**src/rtl/pipe_stage_chain_if.sv**
```systemverilog
// rtl/pipe_stage_chain_if.sv - valid/ready handshake bundle for one pipe_stage_chain boundary
interface pipe_stage_chain_if #(
  parameter int DATA_W = 64,
  parameter int CNT_W  = 1
);
  logic              flush_i;
  logic              valid_i;
  logic              ready_o;
  logic [DATA_W-1:0] data_i;
  logic              valid_o;
  logic              ready_i;
  logic [DATA_W-1:0] data_o;
  logic [CNT_W-1:0]  count_o;

  // master drives the chain (producer/consumer side), slave is the chain itself
  modport master (
    output flush_i, valid_i, data_i, ready_i,
    input  ready_o, valid_o, data_o, count_o
  );

  modport slave (
    input  flush_i, valid_i, data_i, ready_i,
    output ready_o, valid_o, data_o, count_o
  );
endinterface

```
**src/rtl/pipe_stage_chain.sv**
```systemverilog
// rtl/pipe_stage_chain.sv - elastic valid/ready register chain with flush and occupancy count; PIPE_SKID_EN adds a skid register per slice
module pipe_stage_chain #(
  parameter int DATA_W = 64,
  parameter int STAGES = 1,
  parameter int CNT_W  = $clog2(2*STAGES+1)
) (
  input  logic              clk_i,
  input  logic              reset_i,
  pipe_stage_chain_if.slave bus
);

  if (STAGES < 1) begin : g_bad_stages
    $error("pipe_stage_chain: STAGES must be at least 1");
  end

  // Main-register valid/data of every slice; slice STAGES-1 is the tail
  logic [STAGES-1:0] slice_v;
  logic [DATA_W-1:0] slice_d [STAGES];
  // up_rdy[k]: slice k takes an entry from its upstream this cycle if one is offered
  logic [STAGES-1:0] up_rdy;

  logic             in_fire;
  logic             out_fire;
  logic [CNT_W-1:0] count_q;
  logic [CNT_W-1:0] count_d;

`ifndef PIPE_SKID_EN
  // Ready ripples back from the consumer through every full slice
  always_comb begin : ready_chain
    logic r;
    r = bus.ready_i;
    for (int k = STAGES-1; k >= 0; k--) begin
      up_rdy[k] = !slice_v[k] || r;
      r = up_rdy[k];
    end
  end
`endif

  for (genvar k = 0; k < STAGES; k++) begin : g_slice
    logic              in_v;
    logic [DATA_W-1:0] in_d;

    if (k == 0) begin : g_head
      assign in_v = bus.valid_i;
      assign in_d = bus.data_i;
    end else begin : g_body
      assign in_v = slice_v[k-1];
      assign in_d = slice_d[k-1];
    end

`ifdef PIPE_SKID_EN
    logic              dn_rdy;
    logic              m_v_q, m_v_d, s_v_q, s_v_d;
    logic [DATA_W-1:0] m_d_q, m_d_d, s_d_q, s_d_d;
    logic              fwd;
    logic              acc;

    if (k == STAGES-1) begin : g_tail
      assign dn_rdy = bus.ready_i;
    end else begin : g_mid
      assign dn_rdy = up_rdy[k+1];
    end

    // Registered ready: only a full skid register refuses new entries
    assign up_rdy[k] = !s_v_q;
    assign fwd       = m_v_q && dn_rdy;
    assign acc       = in_v && !s_v_q;

    // Skid refills main when main moves on; a stalled full main diverts the arrival into skid
    always_comb begin
      m_v_d = m_v_q;
      m_d_d = m_d_q;
      s_v_d = s_v_q;
      s_d_d = s_d_q;
      if (s_v_q) begin
        if (fwd) begin
          m_d_d = s_d_q;
          s_v_d = 1'b0;
        end
      end else if (!m_v_q || fwd) begin
        m_v_d = acc;
        if (acc) m_d_d = in_d;
      end else if (acc) begin
        s_v_d = 1'b1;
        s_d_d = in_d;
      end
      if (bus.flush_i) begin
        m_v_d = 1'b0;
        s_v_d = 1'b0;
      end
    end

    // Main and skid registers of this slice
    always_ff @(posedge clk_i or negedge reset_i) begin
      if (!reset_i) begin
        m_v_q <= 1'b0;
        m_d_q <= '0;
        s_v_q <= 1'b0;
        s_d_q <= '0;
      end else begin
        m_v_q <= m_v_d;
        m_d_q <= m_d_d;
        s_v_q <= s_v_d;
        s_d_q <= s_d_d;
      end
    end

    assign slice_v[k] = m_v_q;
    assign slice_d[k] = m_d_q;
`else
    logic              v_q, v_d;
    logic [DATA_W-1:0] d_q, d_d;

    // Take whatever upstream offers whenever this slice is empty or draining; data held when empty
    always_comb begin
      v_d = v_q;
      d_d = d_q;
      if (up_rdy[k]) begin
        v_d = in_v;
        if (in_v) d_d = in_d;
      end
      if (bus.flush_i) v_d = 1'b0;
    end

    // Main register of this slice
    always_ff @(posedge clk_i or negedge reset_i) begin
      if (!reset_i) begin
        v_q <= 1'b0;
        d_q <= '0;
      end else begin
        v_q <= v_d;
        d_q <= d_d;
      end
    end

    assign slice_v[k] = v_q;
    assign slice_d[k] = d_q;
`endif
  end

  assign bus.ready_o = up_rdy[0];
  assign bus.valid_o = slice_v[STAGES-1];
  assign bus.data_o  = slice_d[STAGES-1];
  assign bus.count_o = count_q;

  assign in_fire  = bus.valid_i && bus.ready_o;
  assign out_fire = bus.valid_o && bus.ready_i;

  // Occupancy tracks accepted minus delivered entries; flush empties it
  always_comb begin
    count_d = count_q;
    if (bus.flush_i) begin
      count_d = '0;
    end else if (in_fire && !out_fire) begin
      count_d = count_q + CNT_W'(1);
    end else if (!in_fire && out_fire) begin
      count_d = count_q - CNT_W'(1);
    end
  end

  // Occupancy register
  always_ff @(posedge clk_i or negedge reset_i) begin
    if (!reset_i) count_q <= '0;
    else          count_q <= count_d;
  end

endmodule
```
**src/flat_wrapper.sv**
```systemverilog
// flat-port wrapper written by rule: the top's interface ports become plain ports
module pipe_stage_chain_flat 
#(
  parameter int DATA_W = 64,
  parameter int STAGES = 1,
  parameter int CNT_W  = $clog2(2*STAGES+1)
)
  (clk_i, reset_i, bus_flush_i, bus_valid_i, bus_data_i, bus_ready_i, bus_ready_o, bus_valid_o, bus_data_o, bus_count_o);
  pipe_stage_chain_if #(.DATA_W(DATA_W), .CNT_W(CNT_W)) bus_i ();
  input  logic clk_i;
  input  logic reset_i;
  input wire logic [$bits(bus_i.flush_i)-1:0] bus_flush_i;
  input wire logic [$bits(bus_i.valid_i)-1:0] bus_valid_i;
  input wire logic [$bits(bus_i.data_i)-1:0] bus_data_i;
  input wire logic [$bits(bus_i.ready_i)-1:0] bus_ready_i;
  output wire logic [$bits(bus_i.ready_o)-1:0] bus_ready_o;
  output wire logic [$bits(bus_i.valid_o)-1:0] bus_valid_o;
  output wire logic [$bits(bus_i.data_o)-1:0] bus_data_o;
  output wire logic [$bits(bus_i.count_o)-1:0] bus_count_o;
  assign bus_i.flush_i = bus_flush_i;
  assign bus_i.valid_i = bus_valid_i;
  assign bus_i.data_i = bus_data_i;
  assign bus_i.ready_i = bus_ready_i;
  assign bus_ready_o = bus_i.ready_o;
  assign bus_valid_o = bus_i.valid_o;
  assign bus_data_o = bus_i.data_o;
  assign bus_count_o = bus_i.count_o;
  pipe_stage_chain #(.DATA_W(DATA_W), .STAGES(STAGES), .CNT_W(CNT_W)) u_core (.clk_i(clk_i), .reset_i(reset_i), .bus(bus_i));
endmodule
```
**config.mk**
```make
export PLATFORM = sky130hd
export DESIGN_NAME = pipe_stage_chain_flat
export DESIGN_NICKNAME = d
export VERILOG_FILES = /design/src/rtl/pipe_stage_chain_if.sv /design/src/rtl/pipe_stage_chain.sv /design/src/flat_wrapper.sv
export SDC_FILE = /design/constraint.sdc
export NUM_CORES = 1
export LEC_CHECK = 0
export CORE_MARGIN = 1.5
export CORE_UTILIZATION = 24
export DETAILED_ROUTE_END_ITERATION = 10
export PLACE_DENSITY = 0.57
export SLEW_MARGIN = 20
export SYNTH_ARGS = -nofsm -noshare
export SYNTH_HDL_FRONTEND = slang
export SYNTH_SLANG_ARGS = --single-unit
```
**constraint.sdc**
```tcl
create_clock -name clk_i -period 1.2 [get_ports clk_i]
set_input_delay 0.18 -clock clk_i [delete_from_list [all_inputs] [get_ports clk_i]]
set_output_delay 0.18 -clock clk_i [all_outputs]
set_load 0.03 [all_outputs]
```
==> results of run 1 <==
==> worst max-delay path, stage by stage (launching register included) <==
cell and delay [ps]:
dfrtp_2 430, nand2b_4 110, nand2_8 110, buf_12 180
mux2_4 300
==> layout make-up <==
class | instances | area share (%)
Sequential cell | 67 | 36.57
Inverter | 1 | 0.08181
Timing Repair Buffer | 152 | 30.84
Multi-Input combinational cell | 76 | 23.04
Clock buffer | 13 | 5.236
Tap cell | 143 | 3.900
Clock inverter | 3 | 0.3272
==> cells in the mapped netlist (all sizes together) <==
cell type and number:
a21oi 1, and2b 1, and3b 1, buf 6, dfrtp 67, inv 1, mux2 65, mux2i 1
nand2 1, nand2b 1, nor2 1, nor2b 1, nor3 2, o21a 1
==> final timing paths <==
check                                         to  slack [ps]  depth (start not counted)
setup / recovery           u_core.bus.data_o[43]         -60                          4
hold / removal             u_core.bus.data_o[17]         410                          3
setup reg to reg           u_core.bus.data_o[43]         -60                          4
hold reg to reg            u_core.bus.data_o[41]         500                          1
max in group asynchronous  u_core.bus.data_o[50]         490                          3
min in group clk_i            u_core.bus.valid_o         470                          3
==> repair_timing <==
action                                  CTS  global route
gates cloned                              0             0
hold buffers                              1             0
endpoints found under the setup margin   75            70
hold endpoints to repair                 67             0
gates resized for setup                  37             8
setup buffers                             2             1
==> metal layers <==
| layer | part of all wire [%] | GRT usage, % | wire, um | up-vias |
|---|---|---|---|---|
| met4 | 1.2 | 3.846 | 78 | 0 |
| met1 | 43 | 13.93 | 2747 | 897 |
| met5 | 0 | 0 | 0 | - |
| met3 | 7.8 | 4.319 | 496 | 8 |
| met2 | 48 | 16.63 | 3059 | 76 |
| li1 | - | - | - | 839 |
==> cells by family after synthesis <==
kind of cell / Yosys count
DFF: 67
and+or+nand+nor: 8
buffers and inverters: 7
AOI/OAI and AO/OA: 2
muxes: 66
==> stage by stage <==
| step | instances | setup WS [ps] | util [%] | instance area, um2 | setup TNS (ps) |
|---|---|---|---|---|---|
| final | 455 | -59.82 | 40.35 | 4588 | -2238 |
| after global routing | 455 | -106.8 | 40.35 | 4588 | -4920 |
| after CTS | 454 | -78.44 | 40.51 | 4606 | -2915 |
| after detailed placement | 435 | -400.7 | 37.70 | 4287 | -24390 |
| after global placement | 435 | -350.7 | 37.70 | 4287 | -21340 |
| after floorplan | 150 | -150.0 | - | 2821 | -9150 |
==> power by group through the flow <==
stage / Sequential [mW] / Combinational [mW] / Clock [mW]
2_1_floorplan: 3.29 / 0.562 / 0
3_3_place_gp: 2.75 / 1.98 / 0
3_5_place_dp: 2.74 / 2.00 / 0
4_1_cts: 2.72 / 2.01 / 2.45
5_1_grt: 2.75 / 2.07 / 2.54
6_report: 2.71 / 1.97 / 2.33
==> sequential cells by signal (all words and copies together), names as in the netlist <==
signal / count
u_core.bus.data_o: 64
u_core.bus.count_o: 2
u_core.bus.valid_o: 1
==> impl_metrics.ini, run 1 <==
[setup_path]
cp.arrival_ps = 1460
required_ps = 1400
critPathCaptureType = register
critPathKind = register to register
r2r-start = u_core.bus.valid_o
crit_path_start_kind = register
crit_start = u_core.bus.valid_o
crit_fanout = 14

[die]
die_w_um = 110.8
io_pins = 137
core-area_um2 = 11370
rows = 39
fp.dieH_um = 110.8
initial_utilization_pct = 24.53
dieArea_um2 = 12280

[timing]
setup_violations = 64
finalClockSkew_ps = 4.169
final_hold_viol_count = 0
whs_ps = 407.6
period_share_pct = 105.0
tightestPinTransition_ps = 365.3
period_needed_ps = 1260
maxSlewHeadroom_pct = 75.64
setup_slack_ps = -59.82
fmax_mhz = 793.8
drv_slew = 0
rsz0062_at_grt = yes

[clock_network]
cts_buffers = 9
cts_tree = done
clock_latency_ps = 320
cts.clk_slew.worst_paths_ps = 50
root_buffer = clkbuf_16
cts_max_path_buffers = 2
htree_levels = 3
clock-sinks = 67

[route]
drc = 0
vias = 1820
routed_wl_um = 6381
viasPerCell = 4.000
wl_per_cell_um = 14.02
drt-pass1-iter-count = 4
ant_nets = 0
drt_iter0_drc = 54

[layout]
fillers = 1078
multiInputGateArea_um2 = 1057
final_cell_mix = 67 x clkdlybuf4s50_1, 66 x dfrtp_1, 62 x mux2_4, 62 x buf_4, 9 x clkbuf_16
synthToLayoutAreaGrowth_pct = 64.51
fin_nets = 376
seqCellArea_um2 = 1678
layout_commonest_cell = clkdlybuf4s50_1
drive_gt1_share_pct = 52.24
antennaDiodeCount = 0

[power_and_ir_drop]
p_comb_share_pct = 28.1
switchingPower_mw = 2.053
switching_share_pct = 29.27
clkPwrFrac_pct = 33.2
p_seq_share_pct = 38.7
power_mw = 7.014
power_density_nw_per_um2 = 1529
p_leak_nw = 2.196
intPower_mw = 4.961
max-vdd-ir-drop_mv = 0.7353

[status]
violations = setup timing
status = finished, violations left

[hold_path]
hp-class = primary input to async pin

[synthesis]
synth-compound-area-share_pct = 0.4486
synth_top_family_by_area = multiplexers
yosys.area_share.adder_pct = 0
netlist_area_um2 = 2789
synth-seq-cells = 67
synth_cells = 150
synth_xor_area_share_pct = 0
synth_top_cell_by_area = dfrtp_1
yosys_warnings = 0
yosys-top-cells-area = dfrtp_1 60%, mux2_4 32%, buf_6 2.4%
synth_nets = 219
netlist-cell-type-count = 16
yosys-mux-area-fraction_pct = 34.68
synth_top_area_share_pct = 60.12
synthSimpleGateAreaFrac_pct = 2.198
avgSynthCellArea_um2 = 18.59
ys_seq_area_share_pct = 60.12

[global_route]
grt_use_total_pct = 10.87
grt_remaining_overflow = 0
antenna_found_initial = 0
grt_pass1_vias = 2031
grt_max_degree = 68
grt_pass1_wl_um = 10560

[place]
port_buffers = 136
gp_congestion = 0.7122
dp_hpwl_um = 4348

[run]
drv_cap = 0
No activity file was read; power rests on OpenSTA's default activity.
==> run 2, diff against run 1 <==
--- a/config.mk
+++ b/config.mk
@@ -7,6 +7,7 @@
 export LEC_CHECK = 0
 export CORE_MARGIN = 1.5
 export CORE_UTILIZATION = 24
+export CTS_CLUSTER_DIAMETER = 40
 export DETAILED_ROUTE_END_ITERATION = 10
 export PLACE_DENSITY = 0.57
 export SLEW_MARGIN = 20
==> results of run 2 <==
Same layout as run 1: the final DEF is identical, and so are final timing and power.
==> run 3, diff against run 2 <==
--- a/config.mk
+++ b/config.mk
@@ -5,11 +5,12 @@
 export SDC_FILE = /design/constraint.sdc
 export NUM_CORES = 1
 export LEC_CHECK = 0
-export CORE_MARGIN = 1.5
+export CORE_MARGIN = 8
 export CORE_UTILIZATION = 24
 export CTS_CLUSTER_DIAMETER = 40
 export DETAILED_ROUTE_END_ITERATION = 10
 export PLACE_DENSITY = 0.57
+export RECOVER_POWER = 100
 export SLEW_MARGIN = 20
 export SYNTH_ARGS = -nofsm -noshare
 export SYNTH_HDL_FRONTEND = slang
==> run 3 against run 2 <==
  * The run still ends with setup timing left
  * Critical path depth down 1
  * Total power is 0.69% lower
  * Sequential cell count is the same
  * Hold slack improved by 64 ps
  * Clock skew about the same
  * Global-route usage fell by 0.86 points
  * Wire length rose by 17%
  * Cell count rose by 0.22%
  * Die area up 25%
  * Combinational power shrank 8%
  * Sequential power about the same
  * Critical endpoint is now bus_ready_o
==> impl_metrics.ini, run 3 (synthesis gave the netlist of run 1 again) <==
[timing]
finalClockSkew_ps = 4.225
tightestPinTransition_ps = 469.0
drv_slew = 0
final_hold_viol_count = 0
setup_slack_ps = -67.15
period_share_pct = 105.6
setup_violations = 57
maxSlewHeadroom_pct = 68.74
whs_ps = 471.5
period_needed_ps = 1267
rsz0062_at_grt = yes
fmax_mhz = 789.2

[route]
wl_per_cell_um = 16.40
ant_nets = 0
drc = 0
vias = 1798
drt_iter0_drc = 59
routed_wl_um = 7480
viasPerCell = 3.943
drt-pass1-iter-count = 4

[run]
drv_cap = 0

[clock_network]
clock_latency_ps = 320
cts_max_path_buffers = 2
htree_levels = 3
cts.clk_slew.worst_paths_ps = 50
root_buffer = clkbuf_16
clock-sinks = 67
cts_buffers = 9
cts_tree = done

[status]
violations = setup timing
status = finished, violations left

[setup_path]
crit_path_start_kind = register
crit_start = u_core.bus.valid_o
critPathKind = register to output port
cp.arrival_ps = 1090
required_ps = 1020
r2r-start = u_core.bus.valid_o
r2r_slack_ps = -60
r2r_end = u_core.bus.data_o[45]
crit_path_end = bus_ready_o
critPathCaptureType = output port
rr_worst_depth = 4
crit_fanout = 4

[power_and_ir_drop]
p_comb_share_pct = 26.1
intPower_mw = 4.942
max-vdd-ir-drop_mv = 0.6894
p_seq_share_pct = 38.8
p_leak_nw = 2.162
clkPwrFrac_pct = 35.1
switchingPower_mw = 2.024
switching_share_pct = 29.06
power_density_nw_per_um2 = 1577

[place]
port_buffers = 136
dp_cells = 439
gp_congestion = 0.6925
dp_hpwl_um = 5763
placed_area_um2 = 4307

[die]
fp.dieH_um = 123.8
initial_utilization_pct = 24.53
die_w_um = 123.8
rows = 39
io_pins = 137
core-area_um2 = 11370
dieArea_um2 = 15330

[layout]
fin_cells = 456
finalInstanceArea_um2 = 4417
synthToLayoutAreaGrowth_pct = 58.37
final_cell_mix = 67 x clkdlybuf4s50_1, 66 x dfrtp_1, 65 x clkbuf_2
drive_gt1_share_pct = 53.35
layout_commonest_cell = clkdlybuf4s50_1
antennaDiodeCount = 0
largest_register_ffs = 64
fin_nets = 378

[hold_path]
hp-start = bus_data_i[55]
hp-class = primary input to register

[global_route]
grt_pass1_wl_um = 11720
grt_remaining_overflow = 0
antenna_found_initial = 0
grt_use_total_pct = 10.01
grt_pass1_vias = 2050
grt_max_degree = 35
run 3: cell types whose count changed in the layout (fill, tap and decap cells not counted), moves of 4 or more:
cell             delta
buf_4              -56
buf_12              -4
clkbuf_2           +65
clkbuf_4            +5
buf_2               -5
clkdlybuf4s15_2     -6
run 3: metrics by stage:
stage	util, %	setup WS [ps]	TNS (ps)	total power, mW
6_report	38.85	-67.15	-2154	6.966
5_1_grt	38.85	-118.1	-5198	7.326
4_1_cts	40.76	-89.09	-2745	7.350
3_5_place_dp	37.88	-348.5	-21270	4.793
3_3_place_gp	37.88	-333.6	-20400	4.777
2_1_floorplan	-	-150.0	-9150	3.851
run 3: critical path, stage by stage (launching register included):
cell	delay, ps
dfrtp_2	440
nand2b_4	110
buf_6	100
buf_6	120
run 3: repair_timing:
item,4_1_cts,5_1_grt
resized for setup,8,2
buffers inserted,1,0
setup endpoints to repair,63,67
endpoints found under the hold margin,67,0
hold buffers,1,0
run 3: cell type report:
class	instances	area, um2
Clock buffer	13	270.3
Timing Repair Buffer	154	1222
Multi-Input combinational cell	76	1054
Fill cell	1119	6953
Clock inverter	2	10.01
Sequential cell	67	1678
Tap cell	143	178.9
Inverter	1	3.754
run 3: worst min-delay path by stage:
stage,slack [ps],endpoint,depth (start not counted)
floorplan,-120,u_core.bus.count_o[0],0
global placement,140,u_core.bus.data_o[39],2
global route,460,u_core.bus.data_o[9],2
finish,470,u_core.bus.data_o[55],2
CTS,370,u_core.bus.data_o[58],3
detailed placement,150,u_core.bus.data_o[39],2
run 3: power groups by stage:
stage | clock, mW | sequential, mW | combinational, mW
5_1_grt | 2.66 | 2.74 | 1.92
6_report | 2.44 | 2.71 | 1.82
3_3_place_gp | 0 | 2.75 | 2.02
2_1_floorplan | 0 | 3.29 | 0.562
4_1_cts | 2.56 | 2.72 | 2.06
3_5_place_dp | 0 | 2.75 | 2.04
run 3: routing by layer:
layer,global-route usage (%),part of all wire (%),up-vias
met4,3.386,0.66,0
met5,0,0,-
met2,16.71,52,65
met3,3.717,7.6,7
li1,-,-,844
met1,11.62,39,882
